### src/rtl/pp_pkg.sv
// Shared helpers for the history-indexed pattern predictor: counter init value,
// saturating step functions and the table index type.
package pp_pkg;

    typedef int unsigned pp_idx_t;

    // Weakly-not-taken start point: just below the MSB threshold.
    function automatic int ctr_init(input int ctr_w);
        return (1 << (ctr_w - 1)) - 1;
    endfunction

    function automatic int sat_inc(input int v, input int ctr_w);
        return (v >= (1 << ctr_w) - 1) ? v : v + 1;
    endfunction

    function automatic int sat_dec(input int v);
        return (v <= 0) ? v : v - 1;
    endfunction

endpackage

### src/rtl/pp_sat_ctr.sv
// One saturating prediction counter; the MSB is the predicted bit.
module pp_sat_ctr
    import pp_pkg::*;
#(
    parameter int CTR_W = 2
) (
    input  logic clk,
    input  logic rst,
    input  logic clr_i,
    input  logic en_i,
    input  logic dir_i,
    output logic msb_o
);

    localparam logic [CTR_W-1:0] INIT = CTR_W'(ctr_init(CTR_W));

    logic [CTR_W-1:0] ctr_q;
    logic [CTR_W-1:0] ctr_d;

    always_comb begin
        ctr_d = ctr_q;
        if (clr_i) begin
            ctr_d = INIT;
        end else if (en_i) begin
            ctr_d = dir_i ? CTR_W'(sat_inc(int'(ctr_q), CTR_W))
                          : CTR_W'(sat_dec(int'(ctr_q)));
        end
    end

    always_ff @(posedge clk or negedge rst) begin
        if (!rst) ctr_q <= INIT;
        else      ctr_q <= ctr_d;
    end

    assign msb_o = ctr_q[CTR_W-1];

endmodule

### src/rtl/pattern_predictor_hist.sv
// Serial-bit predictor: 2**HIST_W saturating counters indexed by recent history,
// plus hit statistics. Define PP_CLEAR_EN to add the synchronous clr port.
module pattern_predictor_hist
    import pp_pkg::*;
#(
    parameter int CTR_W  = 2,
    parameter int HIST_W = 2,
    parameter int CNT_W  = 8
) (
    input  logic             clk,
    input  logic             rst,
    input  logic             sample_vld,
    input  logic             actual_pattern,
`ifdef PP_CLEAR_EN
    input  logic             clr,
`endif
    output logic             predicted_bit,
    output logic             z_match,
    output logic             match_vld,
    output logic [CNT_W-1:0] x_cnt,
    output logic [CNT_W-1:0] z_cnt
);

    localparam pp_idx_t DEPTH = pp_idx_t'(1) << HIST_W;

    logic              clr_eff;
    logic [DEPTH-1:0]  msb_vec;
    logic [HIST_W-1:0] hist_q, hist_d;
    logic [CNT_W-1:0]  x_cnt_q, x_cnt_d;
    logic [CNT_W-1:0]  z_cnt_q, z_cnt_d;
    logic              z_match_q, z_match_d;
    logic              match_vld_q, match_vld_d;
    logic              hit;

`ifdef PP_CLEAR_EN
    assign clr_eff = clr;
`else
    assign clr_eff = 1'b0;
`endif

    for (genvar g = 0; g < DEPTH; g++) begin : g_tbl
        pp_sat_ctr #(.CTR_W(CTR_W)) u_ctr (
            .clk   (clk),
            .rst   (rst),
            .clr_i (clr_eff),
            .en_i  (sample_vld && !clr_eff && (hist_q == HIST_W'(g))),
            .dir_i (actual_pattern),
            .msb_o (msb_vec[g])
        );
    end

    assign predicted_bit = msb_vec[hist_q];
    assign hit           = (predicted_bit == actual_pattern);

    always_comb begin
        hist_d      = hist_q;
        x_cnt_d     = x_cnt_q;
        z_cnt_d     = z_cnt_q;
        z_match_d   = z_match_q;
        match_vld_d = 1'b0;
        if (clr_eff) begin
            hist_d    = '0;
            x_cnt_d   = '0;
            z_cnt_d   = '0;
            z_match_d = 1'b0;
        end else if (sample_vld) begin
            hist_d      = HIST_W'({hist_q, actual_pattern});
            z_match_d   = hit;
            match_vld_d = 1'b1;
            // Freeze both stats together so the hit ratio stays meaningful.
            if (x_cnt_q != '1) begin
                x_cnt_d = x_cnt_q + 1'b1;
                if (hit) z_cnt_d = z_cnt_q + 1'b1;
            end
        end
    end

    always_ff @(posedge clk or negedge rst) begin
        if (!rst) begin
            hist_q      <= '0;
            x_cnt_q     <= '0;
            z_cnt_q     <= '0;
            z_match_q   <= 1'b0;
            match_vld_q <= 1'b0;
        end else begin
            hist_q      <= hist_d;
            x_cnt_q     <= x_cnt_d;
            z_cnt_q     <= z_cnt_d;
            z_match_q   <= z_match_d;
            match_vld_q <= match_vld_d;
        end
    end

    assign z_match   = z_match_q;
    assign match_vld = match_vld_q;
    assign x_cnt     = x_cnt_q;
    assign z_cnt     = z_cnt_q;

endmodule

### config.mk
export PLATFORM = sky130hd
export DESIGN_NAME = pattern_predictor_hist
export DESIGN_NICKNAME = d
export VERILOG_FILES = /design/src/rtl/pp_pkg.sv /design/src/rtl/pp_sat_ctr.sv /design/src/rtl/pattern_predictor_hist.sv
export SDC_FILE = /design/constraint.sdc
export NUM_CORES = 1
export LEC_CHECK = 0
export BUFFER_PORTS_ARGS = -buffer_cell sky130_fd_sc_hd__buf_2
export CAP_MARGIN = 15
export CORE_UTILIZATION = 55
export DETAILED_ROUTE_END_ITERATION = 6
export HOLD_SLACK_MARGIN = 0.15
export PLACE_DENSITY_LB_ADDON = 0.3
export SLEW_MARGIN = 20
export SYNTH_ARGS = -nofsm -noshare
export SYNTH_HDL_FRONTEND = slang
export SYNTH_SLANG_ARGS = --single-unit
### constraint.sdc
create_clock -name clk -period 2.25 [get_ports clk]
set_input_delay 0.225 -clock clk [delete_from_list [all_inputs] [get_ports clk]]
set_output_delay 0.225 -clock clk [all_outputs]
set_load 0.02 [all_outputs]
==> flow_summary.ini <==
[status]
outcome = complete, no violations

[cts]
numCtsBuffers = 3
insertion_delay_ps = 340
clock_sinks = 28
cts-root-buf = clkbuf_4
cts-htree-levels = 1
cts_setup_buffers = 0
clockBufferDepth = 2
clk_pin_slew_ps = 160
cts_tree = yes
cts_resized = 0

[final_layout]
diodes = 0
fin_area_um2 = 1650
layout_commonest_cell = dfrtp_1
multiInputGateArea_um2 = 691
syn_to_final_growth_pct = 13.6
mostFrequentLayoutCells = 24 x dfrtp_1, 22 x buf_2, 13 x nand2_1
fill_cells = 203
fin_nets = 170
ff_latch_area_um2 = 706
final_layout_size_suffix_gt1_frac = 0.252

[yosys]
synth_cell_types = 34
netlist.area_leader.share = 0.415
synthTopCellsByArea = dfrtp_1 41%, dfstp_2 7.3%, xor2_1 6.0%
ys_ff_latch = 28
ys.flop_type = dfrtp_1
yosys.area.top_type = dfrtp_1
ys_seq_area_frac = 0.487
yosysWarnings = 0
syn_inst = 139
netlist_area_um2 = 1450
synth_area_per_cell_um2 = 10.4
synth_edf_count = 0
ys_async_sr_fraction = 1.00
syn_nets = 145

[global_route]
grt_usage = 0.222
grt_max_degree = 29
overflow = 0
grt_pass1_wl_um = 4580
antenna_found_initial = 0
grt_pass1_vias = 1081

[routing]
wire_per_inst_um = 14.3
drc_errors = 0
routed_via_density = 5.77
finalWirelength_um = 2760
num_vias = 1114
drt-initial-drc-count = 14
detail-route-antenna-nets = 0
wl_met1_um = 1250
routed.top_layer = met4
wl_met2_um = 1370
drtPass1Iterations = 4
met3_length_um = 84

[setup_path]
rr_worst_depth = 4
arrival_ps = 2070
crit-reg2reg-capture = z_cnt[1]
reg2reg_from = g_tbl[3].u_ctr.ctr_q[1]
rrSetupSlack_ps = 430
start_kind = register
crit_start = g_tbl[3].u_ctr.ctr_q[1]
end_kind = register
critical_path_required_ps = 2500
cp-endpoint = z_cnt[1]
path_class = register to register
cp_max_fo = 5

[floorplan]
start_util = 0.585
die_w_um = 53.3
die_h_um = 53.3
ios = 23
design.die.area_um2 = 2840
core_um2 = 2480
row_count = 18

[timing]
fin_tns_setup_ps = 0
drv_slew = 0
fin_crit_ps = 1820
relSlewSlack = 0.582
layout_setup_ws_ps = 432
finalSetupViolCount = 0
worst_pin_slew_ps = 628
clock.fmax_mhz = 550
skew_ps = 11.6
rsz0062_at_grt = false
finalHoldViolations = 0
hold_slack_ps = 303
finalCritPeriodShare = 0.808

[place]
routabilityCongestion = 0.690
place_ws_ps = 447
placed_area_um2 = 1570
port_buffers = 22
dp_hpwl_um = 1950

[min_path]
worst_hold_path_type = input pin to register

[pwr]
p_leak_nw = 0.744
power_density_nw_per_um2 = 1130
ir_drop_mv = 1.06

[flow_run]
max_cap_violations = 0
what timing repair did:
item,CTS,global route
hold buffers,2,0
hold endpoints to repair,25,0
setup endpoints to repair,0,0
worst max-delay path, stage by stage, from the launching register on:
cell and delay [ps]:
dfrtp_1 450, mux2i_1 300, mux2_2 410, a21oi_1 220, mux2_2 360
report_power, final:
group	leakage, nW	internal [mW]	switching (mW)
clock network	0.0279	0.180	0.157
registers	0.323	0.679	0.192
logic	0.393	0.256	0.397
how the worst min path moves through the flow:
stage	startpoint	end	slack (ps)	cells past startpoint
final	actual_pattern	g_tbl[3].u_ctr.ctr_q[1]	300	3
after global routing	actual_pattern	g_tbl[3].u_ctr.ctr_q[1]	330	3
after CTS	actual_pattern	g_tbl[3].u_ctr.ctr_q[1]	300	3
after detailed placement	rst	g_tbl[2].u_ctr.ctr_q[1]	270	1
after global placement	rst	g_tbl[3].u_ctr.ctr_q[1]	270	1
after floorplan	rst	g_tbl[0].u_ctr.ctr_q[1]	-70	0
through the flow:
step	power [mW]	util	cells
2_1_floorplan	1.31	-	139
3_3_place_gp	1.50	0.635	187
3_5_place_dp	1.54	0.635	187
4_1_cts	1.87	0.665	193
5_1_grt	1.99	0.665	193
6_report	1.86	0.665	193
state kept, by name (all words and copies together), names as in the netlist:
signal	count
hist_q	2
g_tbl.u_ctr.ctr_q	8
x_cnt	8
z_cnt	8
z_match	1
match_vld	1
final cells by class:
type,instances,area share
clock buffer,3,0.0137
clock inverter,1,0.0182
inverter,6,0.0137
multi-input combinational,100,0.419
sequential,28,0.429
tap,30,0.0228
timing repair buffer,25,0.0836
metal layers:
| layer | global-route usage | up-vias |
|---|---|---|
| met5 | 0 | - |
| met4 | 0.0921 | 0 |
| met3 | 0.0345 | 5 |
| met2 | 0.404 | 23 |
| met1 | 0.253 | 546 |
| li1 | - | 540 |
synth_stat cells (2+ instances only):
cell,n
buf_2,3
o211ai_1,2
ha_1,2
dfstp_2,4
o21ai_0,12
nand3_1,9
mux2_2,5
nor2_1,5
nor3b_1,3
mux2i_1,4
nand2_1,13
a21oi_1,4
nand2b_1,2
a221o_1,2
a211oi_1,5
nand4_1,3
xnor2_1,4
dfrtp_1,24
nor2b_1,2
nor3_1,3
xor2_1,10
inv_1,6
cell families (layout without fill, tap and decap cells):
kind of cell | count (synthesis) | after routing | share of synthesized area
and+or+nand+nor | 44 | 44 | 0.155
AOI/OAI and AO/OA | 30 | 30 | 0.137
DFF | 28 | 28 | 0.487
xor gates and xnor gates | 14 | 14 | 0.0846
buffers and inverters | 11 | 35 | 0.0363
muxes | 10 | 10 | 0.0820
adders and majority gates | 2 | 2 | 0.0173
Power figures use the tool's default switching activity.
